### src/rtl/au_op_sequencer.sv
// au_op_sequencer: start/done controller that runs ADD, SUB, shift-add MUL and restoring DIV
// through one external combinational arithmetic unit, one pass per clock.
module au_op_sequencer #(
   parameter int WIDTH = 8
) (
   input  logic             clk,
   input  logic             rst,
   input  logic             start,
   input  logic [1:0]       op,
   input  logic [WIDTH-1:0] opa,
   input  logic [WIDTH-1:0] opb,
   output logic             busy,
   output logic             done,
   output logic [WIDTH-1:0] result_hi,
   output logic [WIDTH-1:0] result_lo,
   output logic             dbz,
   output logic [WIDTH-1:0] au_a,
   output logic [WIDTH-1:0] au_b,
   output logic [1:0]       au_s,
   output logic             au_cin,
   input  logic [WIDTH-1:0] au_data,
   input  logic             au_cout
);
   localparam int CW = $clog2(WIDTH) + 1;
   localparam logic [1:0] IDLE = 2'd0, RUN = 2'd1, DONE = 2'd2;
   logic [1:0]       state, opl;
   logic [WIDTH-1:0] acc, q, m, nacc, nq;
   logic [CW-1:0]    count;
   logic             ok;
   assign busy = state == RUN;
   assign done = state == DONE;
   always_comb begin
      au_a = '0;
      au_b = '0;
      au_s = 2'd0;
      au_cin = 1'b0;
      if (state == RUN)
         case (opl)
            2'd0: begin au_a = q; au_b = m; au_s = 2'd1; end
            2'd1: begin au_a = q; au_b = m; au_s = 2'd2; au_cin = 1'b1; end
            2'd2: begin au_a = acc; au_b = q[0] ? m : '0; au_s = q[0] ? 2'd1 : 2'd0; end
            default: begin au_a = {acc[WIDTH-2:0], q[WIDTH-1]}; au_b = m; au_s = 2'd2; au_cin = 1'b1; end
         endcase
   end
   // the bit shifted out of the remainder guarantees the trial subtraction succeeds
   assign ok   = au_cout | acc[WIDTH-1];
   assign nacc = opl == 2'd3 ? (ok ? au_data : au_a) : {au_cout, au_data[WIDTH-1:1]};
   assign nq   = opl == 2'd3 ? {q[WIDTH-2:0], ok} : {au_data[0], q[WIDTH-1:1]};
   always_ff @(posedge clk) begin
      if (rst) begin
         state <= IDLE;
         opl <= 2'd0;
         acc <= '0;
         q <= '0;
         m <= '0;
         count <= '0;
         dbz <= 1'b0;
         result_hi <= '0;
         result_lo <= '0;
      end else
         case (state)
            IDLE:
               if (start) begin
                  opl <= op;
                  q <= opa;
                  m <= opb;
                  acc <= '0;
                  count <= op[1] ? CW'(WIDTH) : CW'(1);
                  if (op == 2'd3 && opb == '0) begin
                     state <= DONE;
                     result_lo <= '1;
                     result_hi <= opa;
                     dbz <= 1'b1;
                  end else begin
                     state <= RUN;
                     dbz <= 1'b0;
                  end
               end
            RUN: begin
               acc <= nacc;
               q <= nq;
               count <= count - CW'(1);
               if (count == CW'(1)) begin
                  state <= DONE;
                  result_hi <= opl[1] ? nacc : {{(WIDTH-1){1'b0}}, au_cout};
                  result_lo <= opl[1] ? nq : au_data;
               end
            end
            default: state <= IDLE;
         endcase
   end
endmodule

### config.mk
export PLATFORM = sky130hd
export DESIGN_NAME = au_op_sequencer
export DESIGN_NICKNAME = d
export VERILOG_FILES = /design/src/rtl/au_op_sequencer.sv
export SDC_FILE = /design/constraint.sdc
export NUM_CORES = 1
export LEC_CHECK = 0
export ABC_AREA = 1
export CAP_MARGIN = 10
export CORE_MARGIN = 1.5
export CORE_UTILIZATION = 29
export DETAILED_ROUTE_END_ITERATION = 6
export SLEW_MARGIN = 20
export SYNTH_ARGS = -nofsm -noshare
export SYNTH_HDL_FRONTEND = slang
export SYNTH_SLANG_ARGS = --single-unit
### constraint.sdc
create_clock -name clk -period 2.4 [get_ports clk]
set_input_delay 0.6 -clock clk [delete_from_list [all_inputs] [get_ports clk]]
set_output_delay 0.6 -clock clk [all_outputs]
set_load 0.01 [all_outputs]
==> impl_metrics.env <==
export IMPL_root_buffer="clkbuf_8"
export IMPL_synth_area_leader_cell="dfxtp_1"
export IMPL_htree_num_levels=2
export IMPL_synthXorXnorAreaFrac=0
export IMPL_clockBufferDepth=2
export IMPL_hold_viol=0
export IMPL_cp_max_fo=11
export IMPL_yosysTopAreaCellShare=0.351
export IMPL_min_period_over_period=0.969
export IMPL_grt_usage=0.171
export IMPL_cts_hold_buf=0
export IMPL_fin_area_sq_um=3780
export IMPL_core_area_sq_um=9280
export IMPL_slew_limit_headroom=0.517
export IMPL_regArea_sq_um=987
export IMPL_maxSlewViolCount=0
export IMPL_grt_pass1_wl_mm=13.8
export IMPL_dp_hpwl_mm=6.26
export IMPL_synth_area_leaders="dfxtp_1 (35%), nand2_1 (14%), nor2_1 (8.7%)"
export IMPL_setup_tns_ns=0
export IMPL_async_flop_share=0
export IMPL_fin_util=0.407
export IMPL_synthAdderAreaFrac=0.00896
export IMPL_cts_clk_slew_worst_paths_ns=0.11
export IMPL_synth_most_common_cell="nand2_1"
export IMPL_grt_busiest_layer="met2"
export IMPL_rsz0062_at_grt="no"
export IMPL_die_area_sq_um=10200
export IMPL_finClkSkew_ns=0.0113
export IMPL_fill_cells=1013
export IMPL_synth_seq_cells=49
export IMPL_ys_warn_count=0
export IMPL_via_per_inst=4.65
export IMPL_holdWs_ns=0.449
export IMPL_ir_drop_mv=0.279
export IMPL_rows=35
export IMPL_leakage_nw=1.66
export IMPL_muxShareOfSynthArea=0
export IMPL_worstSetupPathType="register to primary output"
export IMPL_placedInstanceArea_sq_um=3600
export IMPL_place_congestion=0.874
export IMPL_grt_max_degree=35
export IMPL_detail_route_antenna_nets=0
export IMPL_synth_area_sq_um=2790
export IMPL_multi_input_area_sq_um=1480
export IMPL_drc=0
export IMPL_fin_crit_ns=2.33
export IMPL_startpoint_type="register"
export IMPL_grt_pass1_vias=2752
export IMPL_synth_area_per_cell_sq_um=6.25
export IMPL_grt_antenna_before_repair=0
export IMPL_wl_mm=8.49
export IMPL_clk_latency_ns=0.32
export IMPL_hold_class="register to register"
export IMPL_seq_area_frac_synth=0.351
export IMPL_grt_overflow=0
export IMPL_cp_end_kind="primary output"
export IMPL_cts_buffers=5
export IMPL_wl_per_cell_um=13.2
export IMPL_required_ns=1.80
export IMPL_dpl_cell_count=632
export IMPL_ioPinCount=68
export IMPL_syn_nets=479
export IMPL_port_buffers=67
export IMPL_setup_viol=0
export IMPL_syn_inst=447
export IMPL_clkSinkCount=49
export IMPL_fin_nets=543
export IMPL_drt_iter0_markers=211
export IMPL_max_slew_worst_pin_slew_ns=0.722
export IMPL_grt_use_met1=0.253
export IMPL_synth_edf_count=0
export IMPL_initial_utilization=0.301
export IMPL_dr_pass1_iters=5
export IMPL_synthFlopType="dfxtp_1"
export IMPL_vias=2980
export IMPL_yosys_top_cells_count="nand2_1 (103), nor2_1 (65), inv_1 (57)"
export IMPL_worstPathArrival_ns=1.73
export IMPL_run_status="finished, final reports clean"
export IMPL_yosys_area_share_simple=0.334
export IMPL_met2_usage=0.261
export IMPL_dieHeight_um=101
export IMPL_drive_gt1_frac=0.0957
export IMPL_die_x_um=101
export IMPL_antenna_cells=0
export IMPL_fmaxAchievable_mhz=430
export IMPL_cap_violations=0
export IMPL_synth_compound_area_share=0.175
export IMPL_met3_usage=0.0242
export IMPL_cts_tree="done"
export IMPL_synth_top_family_by_area="simple AND/OR/NAND/NOR gates"
export IMPL_synthDistinctLibCells=29
export IMPL_final_cell_count_no_fill=641
export IMPL_area_delta_synth_final_pct=35.3
export IMPL_p_per_area_nw_per_um2=591
-- metal layers --
metal  routed length, um  vias to the layer above  share of wire
met3                 495                        8          0.058
met2                3630                       92           0.43
li1                    -                     1551              -
met5                   0                        -              0
met4                  86                        0          0.010
met1                4270                     1329           0.50
-- power by group --
group / total [mW] / internal (mW) / switching (mW)
Clock: 0.554 / 0.219 / 0.334
Sequential: 0.960 / 0.901 / 0.0589
Combinational: 0.720 / 0.310 / 0.410
Total: 2.23 / 1.43 / 0.803
-- final timing paths --
kind / endpoint / cells past startpoint / from / slack, ns
setup / recovery: au_a[0] / 6 / opl[1] / 0.07
hold / removal: result_lo[6] / 2 / result_lo[6] / 0.45
setup reg to reg: result_lo[0] / 7 / count[1] / 0.57
hold reg to reg: result_lo[6] / 2 / result_lo[6] / 0.45
-- cells by family after synthesis --
kind of cell	after synthesis
AOI/OAI and AO/OA	91
buffers and inverters	88
and+or+nand+nor	217
adders and majority gates	2
DFF	49
-- through the flow --
step                setup slack [ns]  power (mW)
finish                        0.0749        2.23
floorplan                      0.664        1.38
global route                 0.00409        2.37
detailed placement             0.184        1.67
global placement               0.183        1.66
CTS                         -0.00969        2.23
-- sequential cells by signal, summed over array words and instances, names as in the netlist, 2 cells and up --
name,count
state,2
result_hi,8
count,4
q,8
result_lo,8
m,8
acc,8
opl,2
-- critical path: stages (launching register included) --
cell and delay [ns]:
dfxtp_4 0.40, buf_6 0.15, nand3_1 0.09, nand3_1 0.11, nand2_1 0.07, inv_1 0.05
clkdlybuf4s50_1 0.52
-- timing repair --
action / in CTS / in global routing
pin swaps: 0 / 1
setup buffers: 0 / 1
cloned: 0 / 0
resized for setup: 22 / 5
endpoints found under the setup margin: 17 / 9
-- cells in the final DEF (no fill, tap or decap), types with 2 or more instances in the layout --
master	n
nand2_1	102
nor2_1	65
clkdlybuf4s50_1	60
inv_1	57
dfxtp_1	46
a21oi_1	43
o21ai_0	19
nand3_1	18
nand4_1	12
buf_4	12
o21ai_1	9
o211ai_1	8
and3_1	6
o22ai_1	6
or2_2	6
dlygate4sd2_1	6
clkbuf_8	5
a21oi_2	4
inv_4	3
inv_2	2
inv_8	2
nor2_4	2
ha_1	2
dfxtp_2	2
-- layout make-up --
type / instances / area share
well taps: 129 / 0.0427
clock buffers: 5 / 0.0182
multi-input cells: 310 / 0.392
repair buffers: 82 / 0.212
inverters: 63 / 0.0665
flip-flops and latches: 49 / 0.261
clock inverters: 3 / 0.00761
Note: power is estimated with default switching activity, not from simulation.
